File: config.mk
export PLATFORM = sky130hd
export DESIGN_NAME = pipe_latch_ctrl
export DESIGN_NICKNAME = d
export VERILOG_FILES = /design/src/rtl/pipe_latch_ctrl.sv
export SDC_FILE = /design/constraint.sdc
export NUM_CORES = 1
export LEC_CHECK = 0
export BUFFER_PORTS_ARGS = -buffer_cell sky130_fd_sc_hd__buf_2
export CORE_MARGIN = 5
export CORE_UTILIZATION = 40
export DETAILED_ROUTE_END_ITERATION = 16
export HOLD_SLACK_MARGIN = 0.08
export PLACE_DENSITY_LB_ADDON = 0.12
export SYNTH_ARGS = -nofsm -noshare
export SYNTH_HDL_FRONTEND = slang
export SYNTH_SLANG_ARGS = --single-unit
File: constraint.sdc
create_clock -name clock -period 3.7 [get_ports clock]
set_clock_uncertainty 0.15 [all_clocks]
set_input_delay 0.74 -clock clock [delete_from_list [all_inputs] [get_ports clock]]
set_output_delay 0.74 -clock clock [all_outputs]
set_load 0.01 [all_outputs]
File: src/rtl/pipe_latch_ctrl.sv
// Sequencing controller for the F/D, D/X, X/M, M/W latches and the PC register.
// Optional perf counters are enabled by defining PIPE_PERF_CNT_EN.
module pipe_latch_ctrl #(
   parameter int unsigned MD_CYCLES = 32
) (
   input  logic        clock,
   input  logic        reset,
   input  logic        md_start,
   input  logic        branch_taken,
   input  logic        ld_use_hazard,
   output logic        pc_en,
   output logic        fd_en,
   output logic        dx_en,
   output logic        xm_en,
   output logic        mw_en,
   output logic        fd_clr,
   output logic        dx_clr,
   output logic        xm_clr,
   output logic        mw_clr,
   output logic        md_busy,
   output logic        md_done
`ifdef PIPE_PERF_CNT_EN
   ,
   output logic [15:0] perf_stall_cnt,
   output logic [15:0] perf_flush_cnt
`endif
);

   localparam int unsigned CNT_W = $clog2(MD_CYCLES + 1);

   localparam logic [1:0] IDLE    = 2'd0;
   localparam logic [1:0] MD_BUSY = 2'd1;
   localparam logic [1:0] MD_DONE = 2'd2;

   logic [1:0]       state_q, state_d;
   logic [CNT_W-1:0] cnt_q, cnt_d;
   logic             branch_flush;

   always_comb begin
      pc_en        = 1'b1;
      fd_en        = 1'b1;
      dx_en        = 1'b1;
      xm_en        = 1'b1;
      mw_en        = 1'b1;
      fd_clr       = 1'b0;
      dx_clr       = 1'b0;
      xm_clr       = 1'b0;
      mw_clr       = 1'b0;
      md_busy      = 1'b0;
      md_done      = 1'b0;
      branch_flush = 1'b0;
      state_d      = state_q;
      cnt_d        = cnt_q;

      case (state_q)
         IDLE: begin
            if (md_start) begin
               pc_en   = 1'b0;
               fd_en   = 1'b0;
               dx_en   = 1'b0;
               xm_en   = 1'b0;
               mw_clr  = 1'b1;
               md_busy = 1'b1;
               state_d = MD_BUSY;
               cnt_d   = CNT_W'(MD_CYCLES - 1);
            end else if (branch_taken) begin
               // Branch beats load-use: the dependent instruction is flushed anyway.
               fd_clr       = 1'b1;
               dx_clr       = 1'b1;
               branch_flush = 1'b1;
            end else if (ld_use_hazard) begin
               pc_en  = 1'b0;
               fd_en  = 1'b0;
               dx_clr = 1'b1;
            end
         end
         MD_BUSY: begin
            pc_en   = 1'b0;
            fd_en   = 1'b0;
            dx_en   = 1'b0;
            xm_en   = 1'b0;
            mw_clr  = 1'b1;
            md_busy = 1'b1;
            if (cnt_q == '0) begin
               state_d = MD_DONE;
            end else begin
               cnt_d = cnt_q - CNT_W'(1);
            end
         end
         MD_DONE: begin
            md_done = 1'b1;
            state_d = IDLE;
         end
         default: begin
            state_d = IDLE;
            cnt_d   = '0;
         end
      endcase

      if (reset) begin
         pc_en        = 1'b0;
         fd_en        = 1'b0;
         dx_en        = 1'b0;
         xm_en        = 1'b0;
         mw_en        = 1'b0;
         fd_clr       = 1'b1;
         dx_clr       = 1'b1;
         xm_clr       = 1'b1;
         mw_clr       = 1'b1;
         md_busy      = 1'b0;
         md_done      = 1'b0;
         branch_flush = 1'b0;
      end
   end

   always_ff @(posedge clock) begin
      if (reset) begin
         state_q <= IDLE;
         cnt_q   <= '0;
      end else begin
         state_q <= state_d;
         cnt_q   <= cnt_d;
      end
   end

`ifdef PIPE_PERF_CNT_EN
   // Reset already forces pc_en low, so the reset branch keeps it from counting.
   always_ff @(posedge clock) begin
      if (reset) begin
         perf_stall_cnt <= '0;
         perf_flush_cnt <= '0;
      end else begin
         if (!pc_en && perf_stall_cnt != 16'hFFFF) begin
            perf_stall_cnt <= perf_stall_cnt + 16'd1;
         end
         if (branch_flush && perf_flush_cnt != 16'hFFFF) begin
            perf_flush_cnt <= perf_flush_cnt + 16'd1;
         end
      end
   end
`else
   logic unused_branch_flush;
   assign unused_branch_flush = branch_flush;
`endif

endmodule
Word level (Yosys, flattened, before mapping)
Index checks and enable logic that the tools add are counted.

Word-level logic and storage cells: 44. Memory bits (writable): 0. Output and inout bits: 11. Latch bits: 0. Register bits after elaboration: 8. Memories: 0. Bits in read-only memories: 0.

$mul: 0. Bitwise gates (word level): 1. Multiplexer cells: 31. Add/sub/neg operators: 1. Shift-type cells: 0. Order comparisons: 0. Reduce and logical (&&, ||, !) cells: 4. Equal/unequal tests: 5. Divide/modulo/power cells: 0.

Operators with widths (count): $mux W1 (22); $pmux W6 S3 (1); $mux W6 (2); $logic_not A6 Y1 (1); $ne A2 B2 Y1 const B (3); $pmux W1 S2 (3); $sub A6 B1 Y6 const B (1); $mux W2 (2); $pmux W2 S2 (1); $reduce_and A3 Y1 (1); $eq A2 B1 Y1 const B (1); $eq A2 B2 Y1 const B (1); $logic_not A2 Y1 (1); $reduce_and A2 Y1 (1); $not A1 Y1 (1).

Longest topological paths before layout
Gate-level depths: netlist (run 1).

Depth after elaboration: 5. Gate-level depth with buffers: 6.

Least setup slack after synthesis (run 1)
Ideal clock, no wire load.

Path kind: input port to output port. Start point: in md_start. End point: out pc_en. Setup slack: 1.151 ns. Path buffers: 1. Stages: 5. Data required time: 2.810 ns. Arrival time: 1.659 ns. Path through: nor2_1 nor2_1 nor2_1 o21a_1 buf_4.

Longest elaborated chain between the ends: 3.

RTL lines: from (decl) (line 8) `input logic md_start,`; $mux W1; $pmux W1 S2; $mux W1; to (decl) (line 11) `output logic pc_en,`.

Every way passes these cells.

Final worst setup path (run 1)
Start point: reg state_q[0]. End point: out dx_clr.

Longest elaborated chain between the ends: 3.

RTL lines: from (decl) (line 35) `logic [1:0] state_q, state_d;`; from (signal assigned) (line 121) `state_q <= state_d;`; $logic_not A2 Y1 (line 55) `case (state_q)`; $mux W1 (line 55); $mux W1 (line 100) `if (reset) begin`; to (decl) (line 17) `output logic dx_clr,`.

Every way passes these cells.

==> results.yml, run 1 <==
die:
  io_pins: 16
  fp.dieH_um: 47.2
  die_x_um: 47.2
  row_count: 13
  core_area_mm2: 0.00130
  die_area_mm2: 0.00223
  start_util_pct: 42.5
sta:
  min_period_ps: 2560
  setup_viol: 0
  tns_ps: 0
  hold_viol: 0
  rsz0062_at_grt: "false"
  clock.fmax_mhz: 391
  worst_pin_slew_ps: 466
  finalMaxSlewViolations: 0
  slew_headroom_pct: 68.9
  min_period_over_period_pct: 69.1
run:
  cap_violations: 0
synthesis:
  synth_ff_type: "dfxtp_1"
  ys.warnings.count: 0
  synth_top_area_share_pct: 29.0
  synth_edf_count: 0
  syn_area_um2: 553
  synth_area_per_cell_um2: 8.25
  synth.largest_area_cell: "dfxtp_1"
  async_flop_share_pct: 0
  synthCells: 67
  synth_cell_types: 33
  synth_common_cells: "dfxtp_1, nor2_1, nand2_1"
  synthTopCellsByArea: "dfxtp_1, nor2_1, nand2_1"
  ys_seq_elements: 8
  syn-num-nets: 74
  synth-seq-area-share_pct: 29.0
global_routing:
  grt_pass1_wl_mm: 1.85
  grt_pass1_vias: 421
  overflow: 0
  grt_max_degree: 15
  antenna_found_initial: 0
  grtUsageTotal_pct: 12.1
cts:
  path_clk_slew_ps: 60
  post_cts_buffers: 0
  clk_latency_ps: 260
  cts_buffers: 3
  htreeDepth: 1
  tritoncts: "done"
  clock-sinks: 8
  cts-root-buf: "clkbuf_4"
  cts_resized: 0
  cts_hold_buf: 0
  clockBufferDepth: 2
hold_path:
  hold_path_class: "flip-flop to flip-flop"
  holdCritStartpoint: "cnt_q[1]"
critical_path:
  path_delay_family: "flip-flops"
  path_cells: "nor2_1, a31o_2, a31o_2, buf_2"
  crit_start: "state_q[0]"
  required_ps: 2810
  cp-end-kind: "output port"
  crit_path_start_kind: "flip-flop"
  cp.buffers_inverters: 1
  crit_slowest_cell: "dfxtp_1"
  worst-setup-path-type: "flip-flop to output port"
  crit_arrival_ps: 1670
  worstReg2RegStart: "cnt_q[0]"
  crit_path_max_incr_delay_ps: 590
  timing.critical_path.mode_cell: "a31o_2"
  worst-path-max-fanout: 14
final_layout:
  n_fill_cell: 135
  nNetsFinal: 89
  antennaDiodeCount: 0
  syn_to_final_growth_pct: 14.3
  drive_above_1_share_pct: 30.0
power:
  power.density_mw_per_mm2: 472
  total_power_mw: 0.298
  ir_drop_uv: 223
  p_leak_nw: 0.288
place:
  routabilityCongestion: 0.722
  hpwl_um: 912
  portBuffers: 15
drt:
  drt_pass1_iterations: 4
  drc: 0
  via_per_inst: 5.31
  drtIter0Drc: 8
  num_vias: 504
  routed_wl_mm: 1.18
  wire_per_inst_um: 12.4
  ant_nets: 0
run_status:
  status: "finished, final reports clean"
## through the flow
step	cells	area [µm²]	setup WS, ps	hold slack (ps)	util [%]
4_1_cts	95	632	1140	398	48.6
3_5_place_dp	92	609	1160	385	46.8
2_1_floorplan	67	553	1150	349	-
5_1_grt	95	632	1010	436	48.6
6_report	95	632	1140	400	48.6
3_3_place_gp	92	609	1190	384	46.8
## layer usage
layer / wire length, µm / part of all wire, % / vias up / track usage [%]
met3: 90 / 7.6 / 0 / 5.75
met4: 0 / 0 / 0 / 4.97
met2: 531 / 45 / 16 / 18.2
met5: 0 / 0 / - / 0
li1: - / - / 264 / -
met1: 557 / 47 / 224 / 14.7
## worst paths after layout
kind | to | slack (ps) | cells after the start
worst max-delay path | dx_clr | 1140 | 4
worst min-delay path | cnt_q[1] | 400 | 1
worst max register to register | cnt_q[4] | 1790 | 6
worst min register to register | cnt_q[1] | 400 | 1
## state kept, by name, summed over array words and instances, names as in the netlist
register	cells
cnt_q	6
state_q	2
## cell usage in the layout (no fill, tap or decap), types with 2 or more instances in the layout
cell,Yosys,final
a22o_1,3,3
a31o_2,2,2
buf_2,0,15
clkbuf_4,0,3
dfxtp_1,8,8
ha_1,2,2
inv_1,6,6
nand2_1,7,7
nor2_1,8,8
nor2b_1,3,3
nor3_1,2,2
## power breakdown
group	switching, mW	internal [mW]
Clock	0.0301	0.0372
Combinational	0.0552	0.0487
Sequential	0.0251	0.102
Total	0.110	0.188
## final cells by class
| class | count | area, µm² | share of cell area [%] |
|---|---|---|---|
| Tap cell | 15 | 18.8 | 2.97 |
| Clock buffer | 3 | 22.5 | 3.56 |
| Timing Repair Buffer | 15 | 75.1 | 11.9 |
| Inverter | 6 | 22.5 | 3.56 |
| Multi-Input combinational cell | 48 | 333 | 52.7 |
| Sequential cell | 8 | 160 | 25.3 |
## cells by family (layout without fill, tap and decap cells)
kind of cell / count (synthesis) / in the layout / share of synthesized area [%]
buffers and inverters: 11 / 24 / 10.9
AOI/OAI and AO/OA: 15 / 15 / 24.7
DFF: 8 / 8 / 29.0
xor gates and xnor gates: 1 / 1 / 1.58
and+or+nand+nor: 29 / 29 / 27.6
adders and majority gates: 2 / 2 / 4.52
muxes: 1 / 1 / 1.81
Power figures use the tool's default switching activity.
==> inputs of run 2 (changes only) <==
- clock period: 3.7 -> 2.6 ns (I/O delays scaled with it)
==> run 2 against run 1 <==
  * Setup slack got worse by 640 ps
  * Final area grew 1.2%
  * Count of clock-buffer cells in the layout unchanged
  * Sequential share of layout area down 0.30 points
  * Final cell count rose by 1.1%
  * Combinational power grew 50%
  * Sequential cell count unchanged
  * Wire length is 0.51% higher
  * Die area is the same
  * Hold slack improved by 7.3 ps
  * Global-route usage shrank 0.068 points
  * Critical path type is now input port to output port
==> results.yml, run 2 (synthesis gave the netlist of run 1 again) <==
final_layout:
  syn_to_final_growth_pct: 15.6
  antennaDiodeCount: 0
  largest_reg_flops: 6
  largestRegisters: "cnt_q: 6 flops, state_q: 2 flops"
  final_util_pct: 49.1
  nNetsFinal: 90
  layout_common_cells: "buf_2, nor2_1, dfxtp_1"
  n_fill_cell: 138
  final_common_cell: "buf_2"
  regMostFlops: "cnt_q"
  drive_above_1_share_pct: 30.9
global_routing:
  grtUsageTotal_pct: 12.0
  grt_pass1_wl_mm: 1.77
  grt_max_degree: 14
  antenna_found_initial: 0
  grt_pass1_vias: 412
  overflow: 0
power:
  p_leak_nw: 0.293
  power.density_mw_per_mm2: 671
  total_power_mw: 0.429
  ir_drop_uv: 346
sta:
  worst_pin_slew_ps: 469
  min_period_over_period_pct: 80.6
  tns_ps: 0
  min_period_ps: 2100
  rsz0062_at_grt: "false"
  clock.fmax_mhz: 477
  slew_headroom_pct: 68.7
  setup_viol: 0
  finalMaxSlewViolations: 0
  hold_viol: 0
hold_path:
  hold_path_class: "flip-flop to flip-flop"
die:
  die_x_um: 47.2
  row_count: 13
  start_util_pct: 42.5
  io_pins: 16
  die_area_mm2: 0.00223
  fp.dieH_um: 47.2
  core_area_mm2: 0.00130
cts:
  clk_latency_ps: 260
  cts-root-buf: "clkbuf_4"
  tritoncts: "done"
  cts_buffers: 3
  cts_resized: 0
  post_cts_buffers: 0
  path_clk_slew_ps: 60
  cts_hold_buf: 0
  clockBufferDepth: 2
  htreeDepth: 1
  clock-sinks: 8
critical_path:
  required_ps: 1930
  r2r_cells: 6
  worst-path-max-fanout: 5
  cp-end-kind: "output port"
  crit_start: "md_start"
  crit_path_start_kind: "input port"
  crit_arrival_ps: 1430
  cp-endpoint: "fd_en"
  rrSetupSlack_ps: 710
  r2r_end: "cnt_q[4]"
  worst-setup-path-type: "input port to output port"
  worstReg2RegStart: "cnt_q[0]"
place:
  hpwl_um: 925
  portBuffers: 15
  routabilityCongestion: 0.738
drt:
  drtIter0Drc: 6
  drc: 0
  routed_wl_mm: 1.19
  via_per_inst: 5.32
  ant_nets: 0
  drt_pass1_iterations: 3
  num_vias: 511
  wire_per_inst_um: 12.4
run_status:
  status: "finished, final reports clean"
run:
  cap_violations: 0
[run 2: cell count changes in the layout (fill, tap and decap cells not counted)]
cell	before	now
buf_4	0	1
[run 2: metal layers]
layer / GRT usage [%] / routed length (µm) / part of all wire, % / vias up
li1: - / - / - / 265
met1: 13.8 / 546 / 46 / 232
met2: 17.3 / 513 / 43 / 10
met3: 4.60 / 88 / 7.4 / 4
met4: 9.94 / 38 / 3.2 / 0
met5: 0 / 0 / 0 / -
[run 2: power by group]
part           internal (mW)  switching, mW
combinational         0.0714         0.0842
clock                 0.0531         0.0467
sequential             0.145         0.0291
[run 2: final cells by class]
cell class / instances / area (µm²) / share of cell area, %
Multi-Input combinational cell: 48 / 333 / 52.1
Sequential cell: 8 / 160 / 25.0
Timing Repair Buffer: 16 / 82.6 / 12.9
Clock buffer: 3 / 22.5 / 3.52
Inverter: 6 / 22.5 / 3.52
Tap cell: 15 / 18.8 / 2.94
[run 2: worst min path at each step]
stage              from  endpoint  slack [ps]  cells after the start
6_report       cnt_q[1]  cnt_q[1]         410                      1
5_1_grt        cnt_q[1]  cnt_q[1]         440                      1
4_1_cts        cnt_q[1]  cnt_q[1]         400                      1
3_5_place_dp   cnt_q[1]  cnt_q[1]         390                      1
3_3_place_gp   cnt_q[1]  cnt_q[1]         380                      1
2_1_floorplan  cnt_q[1]  cnt_q[1]         350                      1
[run 2: critical path: stages]
cell	delay, ps
buf_2	100
nor2_1	270
nor2_1	70
nor2_1	180
o21a_1	160
buf_2	130
[run 2: stage by stage]
stage | cells | hold WS [ps] | instance area, µm² | setup slack (ps)
floorplan | 67 | 349 | 553 | 491
global placement | 93 | 382 | 617 | 531
detailed placement | 93 | 385 | 617 | 494
CTS | 96 | 402 | 639 | 493
global route | 96 | 443 | 639 | 403
finish | 96 | 408 | 639 | 504
